<file path="src/rtl/vga_fb_arbiter.sv">
// Single-port framebuffer arbiter: display reads (highest priority), host writes
// (valid/ready) and a fill-colour clear engine share one synchronous-read RAM port.
module vga_fb_arbiter #(
  parameter int ADDR_W     = 15,
  parameter int DATA_W     = 8,
  parameter int DEPTH      = 19200,
  parameter int STARVE_MAX = 1024
) (
  input  logic              clk,
  input  logic              reset,
  input  logic              disp_req,
  input  logic [ADDR_W-1:0] disp_addr,
  output logic              disp_valid,
  output logic [DATA_W-1:0] disp_rdata,
  input  logic              wr_valid,
  output logic              wr_ready,
  input  logic [ADDR_W-1:0] wr_addr,
  input  logic [DATA_W-1:0] wr_data,
  input  logic              clr_start,
  input  logic [DATA_W-1:0] clr_data,
  output logic              clr_busy,
  output logic              clr_done,
  output logic              wr_starved,
  output logic [ADDR_W-1:0] mem_addr,
  output logic              mem_we,
  output logic [DATA_W-1:0] mem_wdata,
  input  logic [DATA_W-1:0] mem_rdata
);

  // Handshake: a host write transfers on a rising edge where wr_valid && wr_ready;
  // wr_ready never looks at wr_valid, and wr_valid/wr_addr/wr_data hold until then.

  localparam int CNT_W = $clog2(STARVE_MAX + 1);

  typedef enum logic {IDLE, CLEAR} state_t;

  state_t            state;
  state_t            state_next;
  logic [DATA_W-1:0] clr_color;
  logic [ADDR_W-1:0] clr_addr;
  logic              clr_last;
  logic              clr_issue;
  logic              wr_fire;
  logic [1:0]        disp_pipe;
  logic [CNT_W-1:0]  starve_cnt;
  logic [CNT_W-1:0]  starve_next;
  logic              op_valid;
  logic              op_we;
  logic [ADDR_W-1:0] op_addr;
  logic [DATA_W-1:0] op_wdata;

  assign clr_last   = (clr_addr == ADDR_W'(DEPTH - 1));
  assign wr_fire    = wr_valid && wr_ready;
  assign disp_valid = disp_pipe[1];
  assign disp_rdata = mem_rdata;

  always_ff @(posedge clk) begin
    if (reset) state <= IDLE;
    else       state <= state_next;
  end

  always_comb begin
    state_next = state;
    case (state)
      IDLE:    if (clr_start) state_next = CLEAR;
      CLEAR:   if (clr_issue && clr_last) state_next = IDLE;
      default: state_next = IDLE;
    endcase
  end

  always_comb begin
    clr_busy  = (state == CLEAR);
    clr_issue = (state == CLEAR) && !disp_req;
    wr_ready  = !reset && !disp_req && (state == IDLE);
  end

  // One RAM operation per cycle: display, then host write, then clear.
  always_comb begin
    op_valid = 1'b0;
    op_we    = 1'b0;
    op_addr  = mem_addr;
    op_wdata = mem_wdata;
    if (disp_req) begin
      op_valid = 1'b1;
      op_addr  = disp_addr;
    end else if (wr_fire) begin
      op_valid = 1'b1;
      op_we    = 1'b1;
      op_addr  = wr_addr;
      op_wdata = wr_data;
    end else if (clr_issue) begin
      op_valid = 1'b1;
      op_we    = 1'b1;
      op_addr  = clr_addr;
      op_wdata = clr_color;
    end
  end

  always_ff @(posedge clk) begin
    if (reset) begin
      mem_addr  <= '0;
      mem_we    <= 1'b0;
      mem_wdata <= '0;
    end else if (op_valid) begin
      mem_addr  <= op_addr;
      mem_we    <= op_we;
      mem_wdata <= op_wdata;
    end else begin
      mem_we <= 1'b0;
    end
  end

  // Colour is only captured from IDLE, so a restart request mid-clear is ignored.
  always_ff @(posedge clk) begin
    if (reset) begin
      clr_color <= '0;
      clr_addr  <= '0;
      clr_done  <= 1'b0;
    end else begin
      clr_done <= clr_issue && clr_last;
      if (state == IDLE && clr_start) begin
        clr_color <= clr_data;
        clr_addr  <= '0;
      end else if (clr_issue && !clr_last) begin
        clr_addr <= clr_addr + 1'b1;
      end
    end
  end

  always_ff @(posedge clk) begin
    if (reset) disp_pipe <= 2'b00;
    else       disp_pipe <= {disp_pipe[0], disp_req};
  end

  always_comb begin
    starve_next = '0;
    if (wr_valid && !wr_ready) begin
      if (starve_cnt == CNT_W'(STARVE_MAX)) starve_next = starve_cnt;
      else                                  starve_next = starve_cnt + 1'b1;
    end
  end

  always_ff @(posedge clk) begin
    if (reset) begin
      starve_cnt <= '0;
      wr_starved <= 1'b0;
    end else begin
      starve_cnt <= starve_next;
      if (starve_next == CNT_W'(STARVE_MAX)) wr_starved <= 1'b1;
    end
  end

endmodule

</file>
<file path="config.mk">
export PLATFORM = sky130hd
export DESIGN_NAME = vga_fb_arbiter
export DESIGN_NICKNAME = d
export VERILOG_FILES = /design/src/rtl/vga_fb_arbiter.sv
export SDC_FILE = /design/constraint.sdc
export NUM_CORES = 1
export LEC_CHECK = 0
export ABC_CLOCK_PERIOD_IN_PS = 3670
export CAP_MARGIN = 20
export CORE_UTILIZATION = 50
export DETAILED_ROUTE_END_ITERATION = 8
export MAX_ROUTING_LAYER = met4
export PLACE_DENSITY = 0.94
export SYNTH_ARGS = -nofsm -noshare
export SYNTH_HDL_FRONTEND = slang
export SYNTH_SLANG_ARGS = --single-unit
</file>
<file path="constraint.sdc">
create_clock -name clk -period 3.67 [get_ports clk]
set_input_delay 0.367 -clock clk [delete_from_list [all_inputs] [get_ports clk]]
set_output_delay 0.367 -clock clk [all_outputs]
set_load 0.05 [all_outputs]
</file>
**Word level (Yosys, flattened, before mapping)**

Cells that the tools add are included.

- Mux-type cells: 13
- Reductions and logical operators: 18
- Eq/ne operators: 3
- $add $sub $neg: 2
- Bitwise gates (word level): 3

Operators by type and width:

| kind | number |
|---|---|
| $mux W15 | 3 |
| $eq A11 B11 Y1 const B | 2 |
| $mux W11 | 2 |
| $mux W8 | 2 |
| $add A15 B1 Y15 const B | 1 |
| $eq A15 B15 Y1 const B | 1 |
| $add A11 B1 Y11 const B | 1 |
| $logic_and A1 B1 Y1 | 8 |
| $mux W1 | 5 |
| $logic_not A1 Y1 | 4 |
| $not A1 Y1 | 3 |
| $reduce_and A3 Y1 | 1 |
| $reduce_bool A3 Y1 | 1 |
| $reduce_or A3 Y1 | 1 |
| $pmux W1 S2 | 1 |
| $reduce_and A2 Y1 | 1 |
| $reduce_bool A2 Y1 | 1 |
| $reduce_or A2 Y1 | 1 |

- Logic and storage cells: 49
- Bits of input ports: 59
- Output and inout port bits: 37
- Register bits after elaboration: 63

**Logic depth before layout (Yosys ltp)**

Gate-level depths: netlist (run 1).

- Word-level depth: 8
- Mapped depth: 8
- Gate-level depth less buffers: 7

**Worst setup path before layout (run 1)**

OpenSTA, ideal clock, no wires.

- Path kind: reg-to-reg
- Start: register state, in the netlist clr_busy
- End: register mem_addr[10]
- Period minus slack after synthesis: 1.870 ns
- Arrival: 1.738 ns
- Slack: 1.800 ns
- Buffers on the path: 3
- Library setup time: 0.132 ns
- Cell stages (with the launch flop): 8
- Required time: 3.538 ns
- Cells stage by stage: dfxtp_1 nor4b_2 buf_4 or3_1 clkbuf_2 buf_2 nand2_1 a21oi_1

- Longest elaborated chain between the ends: 6
- Elaborated cells on any way between the ends: 11

Ends and longest elaborated chain:

| what | RTL line | text |
|---|---|---|
| start, declared | 37 | `state_t state;` |
| start signal, assigned | 59 | `else state <= state_next;` |
| $not A1 Y1 | -- |  |
| $logic_and A1 B1 Y1 | 74 | `wr_ready = !reset && !disp_req && (state == IDLE);` |
| $logic_and A1 B1 Y1 | 53 | `assign wr_fire = wr_valid && wr_ready;` |
| $mux W1 | 86 | `end else if (wr_fire) begin` |
| $mux W1 | 83 | `if (disp_req) begin` |
| $reduce_and A2 Y1 (no line) | -- |  |
| end signal, assigned | 105 | `mem_addr <= op_addr;` |
| end, declared | 24 | `output logic [ADDR_W-1:0] mem_addr,` |

Several ways; a longest one is shown, not always the timed one.
A chain may end at the register's enable or synchronous reset.

**Final worst setup path (run 1)**

- Start: input disp_req
- End: register clr_addr[7]

- Longest elaborated chain between the ends: 3

Ends and longest elaborated chain:

| what | RTL line | text |
|---|---|---|
| start, declared | 11 | `input logic disp_req,` |
| $logic_not A1 Y1 | 73 | `clr_issue = (state == CLEAR) && !disp_req;` |
| $logic_and A1 B1 Y1 | 73 |  |
| $logic_and A1 B1 Y1 | 124 | `end else if (clr_issue && !clr_last) begin` |
| end signal, assigned | 125 | `clr_addr <= clr_addr + 1'b1;` |
| end, declared | 40 | `logic [ADDR_W-1:0] clr_addr;` |

Every way passes these cells.

==> results of run 1 <==
-- kinds of logic (layout without fill, tap and decap cells) --
kind of cell | count (synthesis) | after routing | synth area share
DFF | 63 | 63 | 0.4129
adders and majority gates | 3 | 3 | 0.01229
xor gates and xnor gates | 21 | 21 | 0.06022
and+or+nand+nor | 162 | 162 | 0.2528
buffers and inverters | 35 | 104 | 0.06145
AOI/OAI and AO/OA | 76 | 76 | 0.1479
muxes | 16 | 16 | 0.05244
-- metal layers --
layer	GRT usage	wire (µm)	vias to the layer above
met5	-	0	-
met4	0.2054	432	0
met3	0.05227	435	39
met2	0.4197	3841	129
met1	0.3000	3140	1348
li1	-	-	1413
-- layout make-up --
cell class                      count  area, µm²
Clock buffer                       11      141.4
Clock inverter                      4      70.07
Fill cell                         441       1899
Inverter                            6      22.52
Multi-Input combinational cell    278       1614
Sequential cell                    63       1261
Tap cell                           75      93.84
Timing Repair Buffer               83      818.3
-- registers in the layout, summed over array words and instances, names as in the netlist --
register / count
clr_done: 1
clr_busy: 1
wr_starved: 1
mem_addr: 15
clr_color: 8
disp_pipe: 2
mem_we: 1
clr_addr: 15
mem_wdata: 8
starve_cnt: 11
-- placed cells by master, fill, tap and decap left out, types with 8 or more instances in the layout --
cell and n:
clkdlybuf4s50_1 78, a21oi_1 37, o21ai_0 8, mux2i_1 16
nand2_1 84, clkbuf_8 10, xor2_1 11, o21ai_1 9
nor2_1 27, a22oi_1 8, xnor2_1 10, dfxtp_1 63
-- through the flow --
stage	std cells	hold WS (ns)	area, µm²	setup WS, ns
final	520	0.4410	4021	1.360
after floorplan	376	0.4138	3054	1.800
after detailed placement	505	0.4469	3810	1.084
after global routing	520	0.4663	4021	1.182
after global placement	505	0.4226	3810	1.126
after CTS	520	0.4475	4021	1.414
-- worst paths after layout --
| kind | startpoint | endpoint | slack [ns] |
|---|---|---|---|
| setup reg to reg | clr_busy$_SDFF_PP0_ | mem_addr[5]$_SDFFE_PP0P_ | 1.40 |
| setup / recovery | disp_req | clr_addr[7]$_SDFFE_PP0P_ | 1.36 |
| hold reg to reg | disp_pipe[0]$_SDFF_PP0_ | disp_pipe[1]$_SDFF_PP0_ | 0.44 |
| hold / removal | disp_pipe[0]$_SDFF_PP0_ | disp_pipe[1]$_SDFF_PP0_ | 0.44 |
-- power breakdown --
part / leakage [nW] / switching, mW / internal [mW]
Combinational: 0.765 / 0.130 / 0.101
Clock: 0.109 / 0.258 / 0.395
Sequential: 0.512 / 0.0152 / 0.705
==> results.yml, run 1 <==
outcome:
  status: "completed"
floorplanning:
  io_pins: 96
  row_count: 28
  die-area_mm2: 0.006425
  die_y_um: 80.16
  core_area_mm2: 0.005921
  die_w_um: 80.16
  initial_core_util: 0.5158
worst_setup_path:
  critPathMaxStageDelay_ns: 0.63
  crit_family: "simple AND/OR/NAND/NOR gates"
  rr_worst_depth: 6
  worst_ep_arrival_time_ns: 2.57
  cp_max_fo: 35
  required_ns: 3.93
  critPathKind: "input pin to flop"
  path_cells: "clkdlybuf4s50_1 > buf_4 > nor2b_1 > nand2_2 > a21o_1 > or3_1 > a21oi_1"
  slowest_stage: "nor2b_1"
  crit_buf_inv: 2
  critPathCaptureType: "flop"
  startpoint_type: "input pin"
  cp.depth: 7
clock_tree:
  postCtsSetupBuffers: 0
  hold_buffers: 0
  cts_sinks: 63
  clkTransAtPathRegs_ns: 0.07
  clk_latency_ns: 0.34
  cts_htree_levels: 3
  cts_tree: "yes"
  clk_path_buf_depth: 2
  cts_root_buf: "clkbuf_8"
  cts_buffers: 9
  cts_resized: 0
synthesis:
  async_flop_share: 0
  yosysSeqAreaShare: 0.4129
  netlist_instances: 376
  yosys.area.top_type_share: 0.4129
  syn-num-nets: 438
  synth_edf_count: 0
  avgSynthCellArea_um2: 8.123
  ys_top_cells_by_area: "dfxtp_1 (41%), nand2_1 (10%), a21oi_1 (6.1%)"
  synth_top_area_cell: "dfxtp_1"
  yosys_warnings: 0
  yosysMostFrequentCell: "nand2_1"
  ys_ff_latch: 63
  ys.flop_type: "dfxtp_1"
  synth_common_cells: "nand2_1 (84), dfxtp_1 (63), a21oi_1 (37)"
  synth_cell_type_count: 47
  syn_area_mm2: 0.003054
grt:
  grt_max_degree: 41
  grt_pass1_vias: 2784
  grt_util_all_layers: 0.2676
  grt_pass1_wl_um: 12650
  antenna_found_initial: 0
  overflow: 0
route:
  post_drt_wl_per_cell_um: 15.09
  first_pass_iters: 5
  routed_wl_um: 7849
  ant_nets: 0
  vias: 2929
  drcViolationCount: 0
  drtIter0Drc: 166
  via_per_inst: 5.633
min_path:
  hold_class: "flop to flop"
  holdPathStages: 1
timing:
  setup_tns_ns: 0
  fin_crit_ns: 2.310
  rsz0062_at_grt: "no"
  maxSlewHeadroom: 0.3666
  tightest_slew_ns: 0.9449
  skew_ns: 0.008897
  maxSlewViolCount: 0
  hold_viol: 0
  period_share: 0.6295
  max_freq_mhz: 432.8
  setup_viol: 0
place:
  globalplace.congestion: 0.8828
  numPortBuffers: 79
  dp.final_hpwl_um: 5772
cells_and_area:
  fin_util: 0.6792
  syn_to_final_growth_pct: 31.67
  antennaDiodeCount: 0
  num-nets-final: 503
  drive_gt1_frac: 0.06742
pwr:
  powerDensity_mw_per_mm2: 398.8
  irDropWorstVdd_v: 0.0002873
  leakagePower_nw: 1.387
  power_mw: 1.604
job:
  maxCapViolCount: 0
Power figures use the tool's default switching activity.
==> run 2: changes to the inputs <==
ABC_CLOCK_PERIOD_IN_PS = 2200   (was 3670)
CORE_UTILIZATION = 47   (was 50)
PLACE_DENSITY = 0.9   (was 0.94)
clock period = 2.2 ns   (was 3.67 ns; I/O delays follow)
==> run 2 against run 1 <==
  * Cell area rose by 1.2%
  * First-iteration DRC count rose by 18%
  * Register-to-register slack worse by 1.2 ns
  * Clock skew fell by 0.0046 ns
  * Clock power grew 55%
==> results.yml, run 2 (synthesized netlist as in run 1, its figures left out) <==
outcome:
  status: "completed"
grt:
  overflow: 0
  grt_max_degree: 32
  grt_util_all_layers: 0.2520
  grt_pass1_wl_um: 12450
  grt_pass1_vias: 2761
  antenna_found_initial: 0
place:
  placed_cell_area_mm2: 0.003875
  dp.cells: 512
  dp.final_hpwl_um: 5727
  numPortBuffers: 79
  globalplace.congestion: 0.9128
floorplanning:
  core_area_mm2: 0.006314
  row_count: 29
  die_w_um: 82.61
  die_y_um: 82.61
  initial_core_util: 0.4837
  io_pins: 96
  die-area_mm2: 0.006824
timing:
  rsz0062_at_grt: "no"
  tightest_slew_ns: 0.6298
  max_freq_mhz: 496.3
  period_share: 0.9159
  fin_crit_ns: 2.015
  maxSlewHeadroom: 0.5769
  setup_tns_ns: 0
  setup_viol: 0
  skew_ns: 0.004319
  hold_viol: 0
  maxSlewViolCount: 0
clock_tree:
  hold_buffers: 0
  cts_root_buf: "clkbuf_8"
  cts_buffers: 9
  postCtsSetupBuffers: 0
  clk_latency_ns: 0.35
  cts_tree: "yes"
  cts_resized: 0
  clk_path_buf_depth: 2
  cts_htree_levels: 3
  clkTransAtPathRegs_ns: 0.07
  cts_sinks: 63
worst_setup_path:
  crit_family: "buffers and inverters"
  rr_worst_depth: 6
  regToRegSetupSlack_ns: 0.23
  worst_ep_arrival_time_ns: 1.80
  rr_endpoint: "clr_addr[8]$_SDFFE_PP0P_"
  crit_buf_inv: 1
  startpoint_type: "flop"
  cp_max_fo: 9
  required_ns: 1.98
  critPathMaxStageDelay_ns: 0.89
  slowest_stage: "clkdlybuf4s50_1"
  path_cells: "clkdlybuf4s50_1"
  r2r-start: "clr_addr[0]$_SDFFE_PP0P_"
  critPathCaptureType: "output port"
  critPathKind: "flop to output port"
cells_and_area:
  layout_commonest_cell: "nand2_1"
  fin_util: 0.6449
  antennaDiodeCount: 0
  num-nets-final: 508
  final_cell_mix: "nand2_1 (84), clkdlybuf4s50_1 (78), dfxtp_1 (63), a21oi_1 (37), nor2_1 (27)"
  largest_registers: "clr_addr x15, mem_addr x15, starve_cnt x11"
  drive_gt1_frac: 0.08204
  syn_to_final_growth_pct: 33.31
  stdcell_count: 528
  design_area_mm2: 0.004071
pwr:
  switchingPower_uw: 725.3
  swShare: 0.2786
  powerDensity_mw_per_mm2: 639.4
  comb_power_share: 0.152
  irDropWorstVdd_v: 0.0003989
  leakagePower_nw: 1.404
  seqPwrFrac: 0.461
  power_mw: 2.603
  p_clk_frac: 0.387
  internal_power_mw: 1.878
min_path:
  hp-start: "clr_data[0]"
  hold_class: "input pin to flop"
  holdPathEnd: "clr_color[0]$_SDFFE_PP0P_"
  holdPathStages: 3
route:
  drtIter0Drc: 196
  first_pass_iters: 5
  routed_wl_um: 7837
  via_per_inst: 5.496
  drcViolationCount: 0
  vias: 2902
  ant_nets: 0
  post_drt_wl_per_cell_um: 14.84
job:
  maxCapViolCount: 0
run 2: changes by cell type in the layout (fill, tap and decap cells not counted):
| cell | before | now |
|---|---|---|
| buf_12 | 0 | 2 |
| buf_4 | 5 | 8 |
| bufinv_16 | 2 | 1 |
| clkbuf_1 | 1 | 0 |
| clkbuf_8 | 10 | 9 |
| clkinv_4 | 0 | 1 |
| clkinvlp_4 | 0 | 2 |
| inv_6 | 0 | 1 |
run 2: worst max path at each step:
| stage | from | to | slack, ns | depth (start not counted) |
|---|---|---|---|---|
| floorplan | clr_busy$_SDFF_PP0_ | mem_addr[10]$_SDFFE_PP0P_ | 0.33 | 7 |
| global placement | disp_req | mem_addr[4]$_SDFFE_PP0P_ | 0.19 | 6 |
| detailed placement | disp_req | mem_addr[5]$_SDFFE_PP0P_ | 0.08 | 6 |
| CTS | clr_busy$_SDFF_PP0_ | clr_busy | 0.19 | 1 |
| global route | clr_addr[1]$_SDFFE_PP0P_ | clr_addr[8]$_SDFFE_PP0P_ | 0.08 | 6 |
| finish | clr_busy$_SDFF_PP0_ | clr_busy | 0.18 | 1 |
run 2: metal layers:
metal,routed length (µm),vias up,GRT usage
met5,0,-,-
met4,219,0,0.1259
met3,383,22,0.05495
met2,3947,86,0.4099
met1,3287,1374,0.2932
li1,-,1420,-
run 2: power groups by stage:
stage	Sequential [mW]	Clock (mW)	Combinational, mW
finish	1.20	1.01	0.396
floorplan	1.30	0	0.175
CTS	1.20	1.01	0.396
global placement	1.22	0	0.387
global route	1.20	1.07	0.423
detailed placement	1.23	0	0.393
run 2: stage by stage:
step,hold WS [ns],setup WS (ns)
detailed placement,0.4277,0.08139
finish,0.4151,0.1850
global placement,0.4235,0.1860
global route,0.4194,0.07761
floorplan,0.3560,0.3298
CTS,0.4134,0.1868
run 2: layout make-up:
cell class / instances / area (µm²)
Sequential cell: 63 / 1261
Tap cell: 77 / 96.34
Fill cell: 512 / 2242
Clock buffer: 9 / 123.9
Multi-Input combinational cell: 278 / 1614
Clock inverter: 7 / 72.57
Inverter: 6 / 22.52
Timing Repair Buffer: 88 / 880.8
